## src/rtl/fetch_stage.sv

```systemverilog
// fetch_stage: instruction-fetch front end. Owns the PC, issues word reads to a
// synchronous instruction memory (data returns one cycle after the request),
// buffers returned instructions in a small FIFO and presents the head entry to
// decode. Redirects flush the buffer and kill the outstanding read.
// Optional build macro FETCH_PERF_EN adds perf_fetched / perf_flushed /
// perf_stall event counters.
module fetch_stage #(
    parameter int              XLEN       = 32,
    parameter logic [XLEN-1:0] RESET_PC   = '0,
    parameter int              IMEM_AW    = 10,
    parameter int              FIFO_DEPTH = 2
) (
    input  logic               CLK,
    input  logic               RST,
    output logic               imem_req,
    output logic [IMEM_AW-1:0] imem_addr,
    input  logic [XLEN-1:0]    imem_rdata,
    input  logic               redirect_valid,
    input  logic [XLEN-1:0]    redirect_pc,
    input  logic               id_ready,
    output logic               if_valid,
    output logic [XLEN-1:0]    if_inst,
    output logic [XLEN-1:0]    if_pc,
    output logic [XLEN-1:0]    if_pc_plus4
`ifdef FETCH_PERF_EN
    ,
    output logic [31:0]        perf_fetched,
    output logic [31:0]        perf_flushed,
    output logic [31:0]        perf_stall
`endif
);

    localparam int PW = $clog2(FIFO_DEPTH);
    localparam int CW = PW + 1;

    // Handshake towards decode: an entry transfers on a cycle where if_valid
    // and id_ready are both high and no redirect is present; if_* stay stable
    // while if_valid is high and id_ready is low.

    logic [XLEN-1:0] pc;
    logic            inflight;
    logic [XLEN-1:0] inflight_pc;
    logic [CW-1:0]   count;
    logic [PW-1:0]   head;
    logic [PW-1:0]   tail;
    logic [XLEN-1:0] buf_inst [FIFO_DEPTH];
    logic [XLEN-1:0] buf_pc   [FIFO_DEPTH];

    logic            pop;
    logic            wr;
    logic            issue;
    logic [CW:0]     occ;
    logic [CW:0]     limit;

    // A read returning this cycle lands in the FIFO unless a redirect kills it.
    assign wr    = inflight & ~redirect_valid;
    assign pop   = if_valid & id_ready & ~redirect_valid;

    // Issue only while buffered + outstanding entries still fit after this
    // cycle's pop; compared as occ < DEPTH + pop to avoid an underflowing subtract.
    assign occ   = {1'b0, count} + {{CW{1'b0}}, inflight};
    assign limit = (CW+1)'(FIFO_DEPTH) + {{CW{1'b0}}, pop};
    assign issue = ~redirect_valid & (occ < limit);

    // The strobe is forced low while reset is held so no read starts mid-reset.
    assign imem_req  = issue & ~RST;
    assign imem_addr = pc[IMEM_AW+1:2];

    assign if_valid    = (count != '0);
    assign if_inst     = if_valid ? buf_inst[head] : '0;
    assign if_pc       = if_valid ? buf_pc[head] : '0;
    assign if_pc_plus4 = if_valid ? buf_pc[head] + XLEN'(4) : '0;

    // PC, in-flight tracker and FIFO pointers; redirect overrides everything.
    always_ff @(posedge CLK or posedge RST) begin
        if (RST) begin
            pc          <= RESET_PC;
            inflight    <= 1'b0;
            inflight_pc <= '0;
            count       <= '0;
            head        <= '0;
            tail        <= '0;
        end else if (redirect_valid) begin
            pc          <= redirect_pc & ~XLEN'(3);
            inflight    <= 1'b0;
            count       <= '0;
            head        <= '0;
            tail        <= '0;
        end else begin
            if (issue) begin
                pc          <= pc + XLEN'(4);
                inflight_pc <= pc;
            end
            inflight <= issue;
            if (wr) begin
                tail <= tail + PW'(1);
            end
            if (pop) begin
                head <= head + PW'(1);
            end
            count <= count + CW'(wr) - CW'(pop);
        end
    end

    // FIFO storage: capture the returning word together with the PC it was fetched from.
    always_ff @(posedge CLK) begin
        if (wr) begin
            buf_inst[tail] <= imem_rdata;
            buf_pc[tail]   <= inflight_pc;
        end
    end

`ifdef FETCH_PERF_EN
    // Event counters: delivered instructions, work discarded by redirects, decode stall cycles.
    always_ff @(posedge CLK or posedge RST) begin
        if (RST) begin
            perf_fetched <= '0;
            perf_flushed <= '0;
            perf_stall   <= '0;
        end else begin
            if (pop) begin
                perf_fetched <= perf_fetched + 32'd1;
            end
            if (redirect_valid) begin
                perf_flushed <= perf_flushed + 32'(count) + 32'(inflight);
            end
            if (if_valid & ~id_ready) begin
                perf_stall <= perf_stall + 32'd1;
            end
        end
    end
`endif

endmodule

```

## config.mk

```make
export PLATFORM = sky130hd
export DESIGN_NAME = fetch_stage
export DESIGN_NICKNAME = d
export VERILOG_FILES = /design/src/rtl/fetch_stage.sv
export SDC_FILE = /design/constraint.sdc
export NUM_CORES = 1
export LEC_CHECK = 0
export CAP_MARGIN = 20
export CORE_ASPECT_RATIO = 1.25
export CORE_MARGIN = 2
export CORE_UTILIZATION = 55
export DETAILED_ROUTE_END_ITERATION = 10
export PLACE_DENSITY = 0.87
export SYNTH_ARGS = -nofsm -noshare
export SYNTH_HDL_FRONTEND = slang
export SYNTH_SLANG_ARGS = --single-unit
```

## constraint.sdc

```tcl
create_clock -name CLK -period 6.2 [get_ports CLK]
set_input_delay 0.62 -clock CLK [delete_from_list [all_inputs] [get_ports CLK]]
set_output_delay 0.62 -clock CLK [all_outputs]
set_load 0.005 [all_outputs]
```

---- After elaboration in Yosys (flattened, before gate mapping) ----
Memory sizes are Yosys's and may differ from the RTL's.
Cells that the tools add are included.
storage, ports and cells
  output and inout bits ................... 108
  bits in writable memories ............... 128
  logic and storage cells ................. 42
  bits in registers ....................... 69
  memories ................................ 2
memory list
  name      depth  bits a word  rd ports  clocked after memory_dff  write ports  RTL line  RTL
  buf_inst  2      32           1         0                         1            46        logic [XLEN-1:0] buf_inst [FIFO_DEPTH];
  buf_pc    2      32           1         0                         1            47        logic [XLEN-1:0] buf_pc [FIFO_DEPTH];
operators by class
  $lt $le $gt $ge ......................... 1
  reduce and logical (&&, ||, !) cells .... 5
  add/sub/neg operators ................... 8
  bitwise logic cells ..................... 7
  multiplexer cells ....................... 13
operator list
  cell                     count
  $mux W32                 5
  $add A32 B3 Y32 const B  2
  $reduce_bool A2 Y1       4
  $mux W1                  7
  $and A1 B1 Y1            5
  $add A2 B1 Y3            1
  $add A2 B1 Y3 const A    1
  $lt A3 B3 Y1             1
  $add A1 B1 Y1 const B    2
  $add A2 B1 Y2            1
  $mux W2                  1
  $not A1 Y1               2
  $reduce_and A2 Y1        1
  $sub A2 B1 Y2            1

---- Logic depth before layout (Yosys ltp) ----
Gate-level depths: netlist of run 1.
  depth after elaboration ................. 8
  mapped depth ............................ 12
  gate-level depth less buffers ........... 7

---- Worst setup path before layout of run 1 ----
OpenSTA, ideal clock, no wires.
  path type ............................... in2reg
  from .................................... in redirect_valid
  to ...................................... mem buf_inst[0][0], enable pin
  arrival time ............................ 3776 ps
  buffers on the path ..................... 2
  cell stages on the path ................. 4
  path slack .............................. 1942 ps
  required time ........................... 5718 ps
  cells stage by stage .................... clkbuf_1 clkbuf_1 nand2b_1 nor2_1
between the ends
  word-level cells in the longest chain between the ends .. 4
RTL lines
  element                        RTL line  RTL
  start, declared                18        input logic redirect_valid,
  $not A1 Y1 (no source line)    --
  $and A1 B1 Y1                  56        assign wr = inflight & ~redirect_valid;
  $mux W1                        107       if (wr) begin
  $mux W1 (implied by the code)  108       buf_inst[tail] <= imem_rdata;
  end, declared                  46
No other way between the ends.

---- Worst setup path in the final report of run 1 ----
  from .................................... reg head
  to ...................................... out if_pc_plus4[28]
between the ends
  word-level cells in the longest chain between the ends .. 3
RTL lines
  element                 RTL line  RTL
  start, declared         44        logic [PW-1:0] head;
  start signal, assigned  99        head <= head + PW'(1);
  $mem_v2 Z2 W32          --
  $add A32 B3 Y32         72        assign if_pc_plus4 = if_valid ? buf_pc[head] + XLEN'(4) : '0;
  $mux W32                72
  end, declared           24        output logic [XLEN-1:0] if_pc_plus4
No other way between the ends.

==> results of run 1 <==
## report_power, final
group | switching [mW] | internal [mW]
Sequential | 0.172 | 1.64
Clock | 0.486 | 0.528
Combinational | 0.682 | 0.760
Total | 1.34 | 2.92
## state kept, by name, summed over array words and instances (netlist names)
name and flops:
buf_inst 64, buf_pc 60, count 2, head 1
inflight 1, inflight_pc 30, pc 30, tail 1
## cell usage in the layout, fill, tap and decap left out, drive strengths merged, types with 7 or more instances in the layout
cell type      Yosys  final
nand2b             8      8
nand2             53     53
nand3             31     31
mux2              36     36
nor2              90     90
nor3              13     13
inv                6     16
xnor2             15     15
nor2b             12     12
edfxtp           124    124
nor4               9      9
and2              11     11
dfrtp             65     65
a22oi              8      8
o31a               7      7
o21ai             29     29
mux2i             59     59
xor2              20     20
buf               31      9
clkbuf            18     17
nand4             22     22
clkdlybuf4s50      0    168
## synth_stat cells (6+ instances only)
cell / number / area [um2]
nand2b_1: 8 / 50.1
xor2_1: 20 / 175
xnor2_1: 15 / 131
mux2i_1: 59 / 591
a22oi_1: 8 / 60.1
nor4_1: 9 / 56.3
nor3_1: 13 / 65.1
buf_4: 14 / 105
and2_1: 11 / 68.8
nand4_1: 22 / 138
buf_2: 11 / 55.1
inv_1: 6 / 22.5
dfrtp_1: 65 / 1630
o31a_1: 7 / 61.3
edfxtp_1: 124 / 3720
nand2_1: 53 / 199
ha_1: 6 / 75.1
o21ai_0: 27 / 135
clkbuf_1: 18 / 67.6
nor2b_1: 12 / 75.1
mux2_2: 36 / 405
nor2_1: 90 / 338
nand3_1: 30 / 150
## how the worst max path moves through the flow
stage | startpoint | to | slack (ps) | depth (start not counted)
floorplan | redirect_valid | buf_inst[0][0]$_DFFE_PP_ | 1940 | 4
global placement | head$_DFFE_PP0P_ | if_pc_plus4[28] | 1820 | 7
detailed placement | head$_DFFE_PP0P_ | if_pc_plus4[28] | 1770 | 7
CTS | head$_DFFE_PP0P_ | if_pc_plus4[28] | 1300 | 7
global route | head$_DFFE_PP0P_ | if_pc_plus4[30] | 850 | 7
finish | head$_DFFE_PP0P_ | if_pc_plus4[28] | 1360 | 7
## cells by family (layout without fill, tap and decap cells)
| logic type | Yosys count | in the layout | synth area share |
|---|---|---|---|
| buf+inv | 56 | 216 | 0.0322 |
| compound gates | 65 | 65 | 0.0486 |
| other cells | 1 | 4 | 0.000426 |
| xor+xnor | 35 | 35 | 0.0348 |
| simple gates | 275 | 275 | 0.155 |
| mux | 95 | 95 | 0.113 |
| fa+ha+maj | 6 | 6 | 0.00852 |
| flops | 189 | 189 | 0.607 |
## per-stage QoR
step	util	cells	total power, mW	worst slack, ps
after floorplan	-	725	2.59	1940
after global placement	0.678	1065	3.21	1820
after detailed placement	0.678	1065	3.27	1770
after CTS	0.713	1097	4.30	1300
after global routing	0.713	1097	4.50	854
final	0.713	1097	4.26	1360
## final cells by class
type / count / share of cell area
inverter: 7 / 0.00236
timing repair buffer: 177 / 0.157
clock inverter: 15 / 0.0111
multi-input combinational: 480 / 0.288
clock buffer: 17 / 0.0381
sequential: 189 / 0.480
tap: 212 / 0.0238
## critical path: cells and delay by family (launching register included)
family,cells,cell delay [ps]
flops,1,540
compound gates,2,980
buf+inv,2,1360
simple gates,3,890
## metal layers
metal  routed length, um  up-vias  GRT usage  share of wire
li1                    -     2916          -              -
met1                7550     2893      0.275           0.40
met2                9790      181      0.391           0.52
met3                 830       35     0.0441          0.044
met4                 490        0     0.0941          0.026
met5                   0        -          0              0
==> results.yml, run 1 <==
setup_path:
  timing.reg2reg.setup_slack_ps: 3420
  timing.rr.start: "count[0]$_DFF_PP0_"
  setup.worst_path.end_class: "primary output"
  worst-endpoint-arrival_ps: 4220
  setup.worst_path.class: "reg -> out"
  critical_path_required_ps: 5580
  critical_path.slowest_cell: "buf_4"
  r2r.worst_path.cells: 6
  critical_path.max_stage_delay_ps: 810
  worst-path-max-fanout: 78
  crit_path_cell_trace: "buf_4 > nand2_1 > o22ai_1 > nand4_1 > o31a_1 > nor3_1 > clkdlybuf4s50_1"
  r2r_end: "inflight_pc[6]$_DFFE_PP0P_"
  critPathLaunchType: "flip-flop"
placement:
  io_buffer_count: 169
  post-dp-hpwl_mm: 12.7
  place_congestion: 0.863
  placedInstanceArea_mm2: 0.0106
cts:
  postCtsResizedCells: 0
  post_cts.repair.setup_buffers: 0
  cts-buffers-inserted: 17
  clockBufferDepth: 2
  clock_net_sink_count: 189
  cts-htree-levels: 4
  cts.reportedPaths.clkPinSlew_ps: 70
  clkLatencyLatePin_ps: 420
  cts_hold_buf: 0
  cts_root_buf: "clkbuf_16"
  tritoncts: "yes"
final_layout:
  final_instance_area_mm2: 0.0112
  drive_above_1_share: 0.0983
  multi_input_area_mm2: 0.00321
  area_growth_pct: 26.6
  regArea_mm2: 0.00535
  layout.filler_cells: 1079
  layout.nets: 946
  antenna_cells: 0
routing:
  final_antenna_net_count: 0
  drt_first_iter_violations: 298
  first_pass_iters: 5
  post_drt_wl_per_cell_um: 17.0
  via_count: 6025
  route.detailed.drc: 0
  post_detailed_route_via_to_cell_ratio: 5.49
  totalWireLength_mm: 18.7
logic_synthesis:
  synth.lib_cells_used.distinct: 55
  synth-warning-count: 0
  synth-seq-area-share: 0.607
  postSynth.topFlopCell: "edfxtp_1"
  post_synth_inst_count: 722
  post_synth_instance_area_mm2: 0.00881
  mean_syn_cell_area_um2: 12.2
  synth-seq-cells: 189
  number_of_enable_flip_flop_cells_after_synthesis: 124
  async_reset_ff_frac: 0.344
sta:
  post-route-min-period_ps: 4840
  max_freq_mhz: 207
  drv_slew: 0
  final-hold-violation-count: 0
  min_period_over_period: 0.781
  final_setup_violation_count: 0
  finalHoldWorstSlack_ps: 473
  tns_ps: 0
  rsz0062_at_grt: "false"
  worst_clock_skew_ps: 10.6
  slew_headroom: 0.281
  timing_worst_slew_pin_value_ps: 1080
power:
  max-vdd-ir-drop_mv: 0.230
  total_leakage_power_nw: 3.93
  p_per_area_mw_per_mm2: 382
min_path:
  worst_hold_path_type: "reg -> reg"
  hold_depth: 0
  hp-start: "inflight_pc[7]$_DFFE_PP0P_"
  sink_of_the_worst_hold_path: "buf_pc[1][7]$_DFFE_PP_"
floorplan:
  die_h_um: 145
  cell_rows: 51
  floorplan.initialDensity: 0.563
  die_width_um: 117
  design.die.area_mm2: 0.0171
  io_pins: 176
  core_region_area_mm2: 0.0156
grt:
  pin_count_of_the_biggest_net_entering_global_routing: 85
  track_usage: 0.227
  first_global_vias: 6022
  grt-ovfl-total: 0
  grt_antenna_before_repair: 0
  grt_pass1_wl_mm: 30.2
run_status:
  run_status: "finished, final reports clean"
job:
  max-cap-violations: 0
Note: power is estimated with default switching activity, not from simulation.
==> run 2, diff against run 1 <==
--- a/config.mk
+++ b/config.mk
@@ -8,9 +8,9 @@
 export CAP_MARGIN = 20
 export CORE_ASPECT_RATIO = 1.25
 export CORE_MARGIN = 2
-export CORE_UTILIZATION = 55
+export CORE_UTILIZATION = 52
 export DETAILED_ROUTE_END_ITERATION = 10
-export PLACE_DENSITY = 0.87
+export PLACE_DENSITY = 0.83
 export SYNTH_ARGS = -nofsm -noshare
 export SYNTH_HDL_FRONTEND = slang
 export SYNTH_SLANG_ARGS = --single-unit
==> constraint.sdc (replaced) <==
create_clock -name CLK -period 4.5 [get_ports CLK]
set_input_delay 0.45 -clock CLK [delete_from_list [all_inputs] [get_ports CLK]]
set_output_delay 0.45 -clock CLK [all_outputs]
set_load 0.005 [all_outputs]
==> run 2 against run 1 <==
  * Utilization down 4.1 points
  * Clock power increased by 43%
  * Cell area grew 0.67%
  * Combinational power rose by 37%
  * Worst hold slack lost 0.95 ps
  * Register-to-register slack worse by 1600 ps
  * Setup slack worse by 940 ps
==> results.yml, run 2 (same netlist as run 1, synthesis figures left out) <==
grt:
  track_usage: 0.209
  grt_antenna_before_repair: 0
  grt-ovfl-total: 0
  pin_count_of_the_biggest_net_entering_global_routing: 79
  first_global_vias: 5829
  grt_pass1_wl_mm: 29.2
sta:
  tns_ps: 0
  final-hold-violation-count: 0
  post-route-min-period_ps: 4080
  timing_worst_slew_pin_value_ps: 797
  final_setup_violation_count: 0
  slew_headroom: 0.467
  worst_clock_skew_ps: 5.10
  drv_slew: 0
  max_freq_mhz: 245
  min_period_over_period: 0.906
  setup_ws_ps: 423
  rsz0062_at_grt: "false"
routing:
  via_count: 6066
  route.detailed.drc: 0
  first_pass_iters: 6
  post_drt_wl_per_cell_um: 16.8
  totalWireLength_mm: 18.6
  final_antenna_net_count: 0
  post_detailed_route_via_to_cell_ratio: 5.46
  drt_first_iter_violations: 297
placement:
  post-dp-hpwl_mm: 13.2
  pre_cts_ws_ps: 852
  io_buffer_count: 169
  place_congestion: 0.834
floorplan:
  io_pins: 176
  design.die.area_mm2: 0.0180
  die_h_um: 150
  core_region_area_mm2: 0.0167
  cell_rows: 53
  die_width_um: 120
  floorplan.initialDensity: 0.527
run_status:
  run_status: "finished, final reports clean"
final_layout:
  layout.core_utilization: 0.672
  largest_registers: "buf_inst x64, buf_pc x60"
  area_growth_pct: 27.5
  layout.nets: 951
  layout.filler_cells: 1235
  largest_register_ffs: 64
  layout.cells.most_common_list: "clkdlybuf4s50_1, edfxtp_1, nor2_1"
  antenna_cells: 0
  drive_above_1_share: 0.102
  most_common_cell_after_layout_fill_and_taps_aside: "clkdlybuf4s50_1"
  largest-register: "buf_inst"
cts:
  cts_hold_buf: 0
  cts-buffers-inserted: 17
  cts.reportedPaths.clkPinSlew_ps: 70
  clockBufferDepth: 2
  tritoncts: "yes"
  cts-htree-levels: 4
  cts_root_buf: "clkbuf_16"
  postCtsResizedCells: 0
  post_cts.repair.setup_buffers: 0
  clkLatencyLatePin_ps: 430
  clock_net_sink_count: 189
setup_path:
  critical_path.top_delay_family: "buffers and inverters"
  cpMostUsedCell: "buf_4"
  r2r.worst_path.cells: 6
  timing.reg2reg.setup_slack_ps: 1840
  critical_path_buf_inv_count: 3
  critical_path_required_ps: 4050
  critical_path.slowest_cell: "dfrtp_4"
  r2r_end: "pc[21]$_DFFE_PP0P_"
  critical_path.max_stage_delay_ps: 680
  setup.worst_path.end_class: "primary output"
  worst-endpoint-arrival_ps: 3630
  critPathLaunchType: "flip-flop"
  worst-path-max-fanout: 30
  setup.worst_path.class: "reg -> out"
  crit_path_cell_trace: "buf_4 > nand3_1 > a22oi_1 > nand4_1 > buf_4 > nor3_1 > mux2_2 > clkdlybuf4s50_1"
  timing.rr.start: "count[0]$_DFF_PP0_"
job:
  max-cap-violations: 0
min_path:
  hold_depth: 0
  sink_of_the_worst_hold_path: "buf_pc[0][23]$_DFFE_PP_"
  worst_hold_path_type: "reg -> reg"
  hp-start: "inflight_pc[23]$_DFFE_PP0P_"
power:
  max-vdd-ir-drop_mv: 0.258
  p_per_area_mw_per_mm2: 528
  total_power_mw: 5.92
  total_leakage_power_nw: 3.96
run 2: cell count changes in the layout (fill, tap and decap cells not counted), sizes merged:
cell	before	now
inv	16	11
clkinvlp	2	3
clkinv	4	5
clkbuf	17	19
bufinv	0	1
buf	9	14
run 2: cell type report:
| type | instances | area [um2] | share of cell area |
|---|---|---|---|
| sequential | 189 | 5350 | 0.477 |
| multi-input combinational | 480 | 3210 | 0.286 |
| timing repair buffer | 182 | 1780 | 0.159 |
| clock buffer | 19 | 443 | 0.0395 |
| tap | 220 | 275 | 0.0245 |
| clock inverter | 13 | 134 | 0.0119 |
| inverter | 7 | 26.3 | 0.00234 |
run 2: per-layer routing:
metal,share of wire,global-route usage,vias up
met2,0.51,0.373,183
met3,0.051,0.0461,40
met5,0,0,-
met1,0.41,0.244,2913
met4,0.025,0.0843,0
li1,-,-,2930
run 2: worst max path at each step:
stage / startpoint / to / slack (ps) / cells past startpoint
floorplan: redirect_valid / buf_inst[0][0]$_DFFE_PP_ / 410 / 4
global placement: head$_DFFE_PP0P_ / if_pc_plus4[30] / 880 / 8
detailed placement: head$_DFFE_PP0P_ / if_pc_plus4[28] / 850 / 8
CTS: head$_DFFE_PP0P_ / if_pc_plus4[28] / 380 / 8
global route: head$_DFFE_PP0P_ / if_pc_plus4[28] / 100 / 8
finish: head$_DFFE_PP0P_ / if_pc_plus4[30] / 420 / 8
run 2: power by group:
part | switching, mW | internal (mW)
combinational | 0.921 | 1.05
clock | 0.649 | 0.792
sequential | 0.254 | 2.25
run 2: per-stage QoR:
step                instances  hold WS [ps]  instance area (um2)
floorplan                 725           438                 8820
global placement         1078           447                10700
detailed placement       1078           457                10700
CTS                      1110           472                11200
global route             1110           486                11200
finish                   1110           472                11200
